===== src/rtl/color_update_scheduler.sv =====
// Frame-synchronous color register update scheduler: queues and coalesces
// palette writes, then drains them to the register bank once per commit window.
module color_update_scheduler #(
   parameter int C_ADDR_WIDTH = 3,
   parameter int C_DATA_WIDTH = 8,
   parameter int DEPTH        = 4
) (
   input  logic                     Clk,
   input  logic                     Rst,
   input  logic [C_ADDR_WIDTH-1:0]  Req_Addr,
   input  logic [C_DATA_WIDTH-1:0]  Req_Data,
   input  logic                     Req_Valid,
   output logic                     Req_Rdy,
   input  logic                     VSync,
   input  logic                     Frame_Sync_En,
   output logic [C_ADDR_WIDTH-1:0]  C_Addr,
   output logic [C_DATA_WIDTH-1:0]  C_Data,
   output logic                     C_Valid,
   input  logic                     C_Rdy,
   output logic [$clog2(DEPTH):0]   Pending_Count,
   output logic                     Overflow_Error,
   output logic                     Commit_Done
);

   localparam int PTR_W = $clog2(DEPTH);
   localparam int CNT_W = PTR_W + 1;
   localparam logic [PTR_W-1:0] PTR_ONE = 1;
   localparam logic [CNT_W-1:0] CNT_ONE = 1;

   typedef enum logic [1:0] {IDLE, WAIT_WIN, DRAIN} state_t;

   logic [C_ADDR_WIDTH-1:0] addr_mem [DEPTH];
   logic [C_DATA_WIDTH-1:0] data_mem [DEPTH];
   logic [PTR_W-1:0]        rd_ptr, wr_ptr, hit_idx, slot;
   logic [CNT_W-1:0]        count, budget, budget_next;
   state_t                  state, state_next;
   logic                    vsync_q, window_start;
   logic                    ovf_q, done_q, done_next;
   logic                    hit, push, append, coalesce, pop;

   assign Req_Rdy        = (count < CNT_W'(DEPTH));
   assign C_Valid        = (state == DRAIN);
   assign C_Addr         = C_Valid ? addr_mem[rd_ptr] : '0;
   assign C_Data         = C_Valid ? data_mem[rd_ptr] : '0;
   assign Pending_Count  = count;
   assign Overflow_Error = ovf_q;
   assign Commit_Done    = done_q;

   assign window_start = VSync && !vsync_q;
   assign push         = Req_Valid && Req_Rdy;
   assign append       = push && !hit;
   assign coalesce     = push && hit;
   assign pop          = C_Valid && C_Rdy;

   // Newest matching entry wins; the head is off-limits while it is being presented.
   always_comb begin
      hit     = 1'b0;
      hit_idx = '0;
      slot    = '0;
      for (int unsigned k = 0; k < DEPTH; k++) begin
         slot = rd_ptr + PTR_W'(k);
         if ((CNT_W'(k) < count) && !(k == 0 && C_Valid) &&
             (addr_mem[slot] == Req_Addr)) begin
            hit     = 1'b1;
            hit_idx = slot;
         end
      end
   end

   always_ff @(posedge Clk) begin
      if (append) begin
         addr_mem[wr_ptr] <= Req_Addr;
         data_mem[wr_ptr] <= Req_Data;
      end else if (coalesce) begin
         data_mem[hit_idx] <= Req_Data;
      end
   end

   always_ff @(posedge Clk) begin
      if (Rst) begin
         rd_ptr  <= '0;
         wr_ptr  <= '0;
         count   <= '0;
         vsync_q <= 1'b0;
         ovf_q   <= 1'b0;
      end else begin
         vsync_q <= VSync;
         ovf_q   <= Req_Valid && !Req_Rdy;
         if (append) wr_ptr <= wr_ptr + PTR_ONE;
         if (pop)    rd_ptr <= rd_ptr + PTR_ONE;
         if (append && !pop)      count <= count + CNT_ONE;
         else if (!append && pop) count <= count - CNT_ONE;
      end
   end

   always_ff @(posedge Clk) begin
      if (Rst) begin
         state  <= IDLE;
         budget <= '0;
         done_q <= 1'b0;
      end else begin
         state  <= state_next;
         budget <= budget_next;
         done_q <= done_next;
      end
   end

   // Budget snapshots the queue at drain start, so later arrivals wait a window.
   always_comb begin
      state_next  = state;
      budget_next = budget;
      done_next   = 1'b0;
      case (state)
         IDLE: begin
            if (count != '0) begin
               if (Frame_Sync_En) begin
                  state_next = WAIT_WIN;
               end else begin
                  state_next  = DRAIN;
                  budget_next = count;
               end
            end
         end
         WAIT_WIN: begin
            if (window_start || !Frame_Sync_En) begin
               state_next  = DRAIN;
               budget_next = count;
            end
         end
         DRAIN: begin
            if (pop) begin
               budget_next = budget - CNT_ONE;
               if (budget == CNT_ONE) begin
                  state_next = IDLE;
                  done_next  = 1'b1;
               end
            end
         end
         default: state_next = IDLE;
      endcase
   end

endmodule

===== config.mk =====
export PLATFORM = sky130hd
export DESIGN_NAME = color_update_scheduler
export DESIGN_NICKNAME = d
export VERILOG_FILES = /design/src/rtl/color_update_scheduler.sv
export SDC_FILE = /design/constraint.sdc
export NUM_CORES = 1
export LEC_CHECK = 0
export CORE_ASPECT_RATIO = 1.2
export CORE_MARGIN = 10
export CORE_UTILIZATION = 63
export CTS_BUF_LIST = sky130_fd_sc_hd__clkbuf_16
export DETAILED_ROUTE_END_ITERATION = 12
export DONT_BUFFER_PORTS = 1
export PLACE_DENSITY_LB_ADDON = 0.25
export SYNTH_ARGS = -nofsm -noshare
export SYNTH_HDL_FRONTEND = slang
export SYNTH_SLANG_ARGS = --single-unit

===== constraint.sdc =====
create_clock -name Clk -period 3.28 [get_ports Clk]
set_input_delay 0.492 -clock Clk [delete_from_list [all_inputs] [get_ports Clk]]
set_output_delay 0.492 -clock Clk [all_outputs]
set_load 0.005 [all_outputs]

==> flow_metrics.tcl <==
set metrics [dict create \
    synthesis.area_um2 3020 \
    antenna_cells 0 \
    dp_slack_ps 248 \
    ys_seq_area_frac 0.550 \
    crit_arrival_ps 3040 \
    cts_made_buffers 9 \
    fp.dieArea_um2 7980 \
    critical_path_class "reg -> reg" \
    yosysWarnings 0 \
    finalCriticalPeriod_ps 3070 \
    syn_nets 250 \
    grt_pass1_wl_mm 9.74 \
    drv_cap 0 \
    start_util 0.653 \
    p_leak_uw 0.00117 \
    avgSynthCellArea_um2 13.6 \
    grt_pass1_vias 1918 \
    crit_path_start "rd_ptr[0]" \
    synthTopCellsByArea "edfxtp_1 (44%), mux4_2 (15%), dfxtp_1 (11%)" \
    nNetsFinal 258 \
    synth_top_family_by_area "multiplexers" \
    yosysTopAreaCellShare 0.437 \
    setup_violations 0 \
    slew_viol_final 0 \
    layout-area-overhead-vs-synth_pct 11.6 \
    num_rows 27 \
    dpl-instance-area_um2 3090 \
    viasPerCell 6.26 \
    firstDrtPassIters 4 \
    rsz0062_at_grt "false" \
    core_um2 4630 \
    final_cell_mix "edfxtp_1 (44), mux4_2 (20), dfxtp_1 (17)" \
    p_total_uw 2790 \
    ys.flop_type "edfxtp_1" \
    final_common_cell "edfxtp_1" \
    post-route-util 0.729 \
    timing.fmax_mhz 325 \
    synth.distinct_cells 36 \
    postLayoutSetupSlackWorst_ps 206 \
    reg2reg_slack_ps 210 \
    hold_violations 0 \
    cts_hold_buf 0 \
    min_path_type "in -> reg" \
    place.gp.congestion 0.936 \
    drt_iter0_markers 154 \
    gr-total-overflow 0 \
    cts_tree "built" \
    io_pins 35 \
    synthAdderAreaFrac 0.0455 \
    track_usage 0.158 \
    finClkSkew_ps 6.45 \
    synthArstFlopShare 0 \
    wire_per_inst_um 21.1 \
    hpwl_mm 4.46 \
    crit_fanout 9 \
    tightestPinTransition_ps 567 \
    fin_crit_sh 0.937 \
    ys_ff_latch 61 \
    cp.required_ps 3250 \
    die_height_um 95.9 \
    crit_path_start_kind "register" \
    cts_buffer_depth 2 \
    clkTransAtPathRegs_ps 50 \
    r2r-start "rd_ptr[0]" \
    max_slew_margin 0.621 \
    root_buffer "clkbuf_16" \
    die_w_um 83.2 \
    vias 1835 \
    grt_start_max_net_pins 19 \
    antenna_left 0 \
    postCtsSetupRepairBufs 0 \
    synthMuxAreaShare 0.161 \
    post_cts_resized 0 \
    routed_wl_mm 6.19 \
    synthSimpleGateAreaFrac 0.119 \
    drive_gt1_frac 0.179 \
    synth_top_cell_by_area "edfxtp_1" \
    endpoint_kind "register" \
    finalSetupTns_ps 0 \
    outcome "completed" \
    synth_xor_area_frac 0.0493 \
    rr_endpoint "data_mem[2][5]" \
    endpoint "data_mem[2][5]" \
    antenna_found_initial 0 \
    clkSinkCount 61 \
    peakVddDrop_v 0.000539 \
    fin_area_um2 3370 \
    synth_compound_area_frac 0.0455 \
    p_per_area_nw_per_um2 826 \
    cts-htree-levels 3 \
    syn-instance-count 222 \
    insertion_delay_ps 330 \
    reg2reg_depth 7 \
    drc_errors 0 \
    portBuffers 0 \
    synth-edff-count 44 \
]
-- metrics by stage --
stage / cells / hold WS, ps
3_3_place_gp: 277 / 432
2_1_floorplan: 222 / 426
6_report: 293 / 234
3_5_place_dp: 277 / 445
4_1_cts: 293 / 226
5_1_grt: 293 / 227
-- cell families (layout without fill, tap and decap cells) --
kind of cell / after synthesis / in the layout
AO/OA/AOI/OAI: 25 / 25
XOR/XNOR: 17 / 17
adder cells (fa/ha/maj): 11 / 11
buffers and inverters: 18 / 31
flip-flops: 61 / 61
multiplexers: 23 / 23
AND/OR/NAND/NOR: 67 / 67
-- critical path: stages, from the launching register on --
cell	delay [ps]
dfxtp_1	580
mux4_2	570
xnor2_1	240
nand4_1	230
mux2_2	330
o22ai_1	160
mux2_4	190
and2_1	410
-- flip-flops by register name, summed over array words and instances (netlist names), named ones only --
| name | count |
|---|---|
| state | 2 |
| vsync_q | 1 |
| wr_ptr | 2 |
| Commit_Done | 1 |
| data_mem | 32 |
| rd_ptr | 2 |
| Overflow_Error | 1 |
| Pending_Count | 3 |
| budget | 3 |
| addr_mem | 12 |
-- layer usage --
layer / routed length [µm] / vias up / global-route usage
met5: 0 / - / 0
met4: 149 / 0 / 0.0838
met3: 383 / 17 / 0.0533
met2: 3480 / 65 / 0.299
met1: 2180 / 910 / 0.148
li1: - / 843 / -
-- worst min-delay path by stage --
stage | start | end | slack [ps] | cells after the start
3_5_place_dp | budget[1] | budget[1] | 450 | 2
4_1_cts | Rst | Overflow_Error | 230 | 1
3_3_place_gp | budget[1] | budget[1] | 430 | 2
2_1_floorplan | budget[1] | budget[1] | 430 | 2
5_1_grt | Rst | budget[2] | 230 | 1
6_report | Rst | Overflow_Error | 230 | 1
-- cells in the mapped netlist (3+ instances only) --
| master | n |
|---|---|
| a21oi_1 | 11 |
| and2_1 | 16 |
| clkbuf_1 | 5 |
| dfxtp_1 | 17 |
| edfxtp_1 | 44 |
| ha_1 | 11 |
| inv_1 | 8 |
| mux4_2 | 20 |
| nand2_1 | 13 |
| nand3_1 | 3 |
| nand3b_1 | 3 |
| nand4_1 | 5 |
| nor2_1 | 15 |
| nor2b_1 | 4 |
| o21ai_0 | 7 |
| xnor2_1 | 13 |
| xor2_1 | 4 |
-- layout make-up --
cell class	count	area [µm²]
multi-input combinational	143	1270
sequential	61	1660
fill	273	1260
inverter	8	30.0
clock buffer	9	225
timing repair buffer	7	52.6
tap	58	72.6
clock inverter	7	58.8
-- where the power goes --
part           switching, µW  internal, µW
sequential               119          1000
combinational            420           362
clock                    307           575
total                    846          1940
Note: power is estimated with default switching activity, not from simulation.
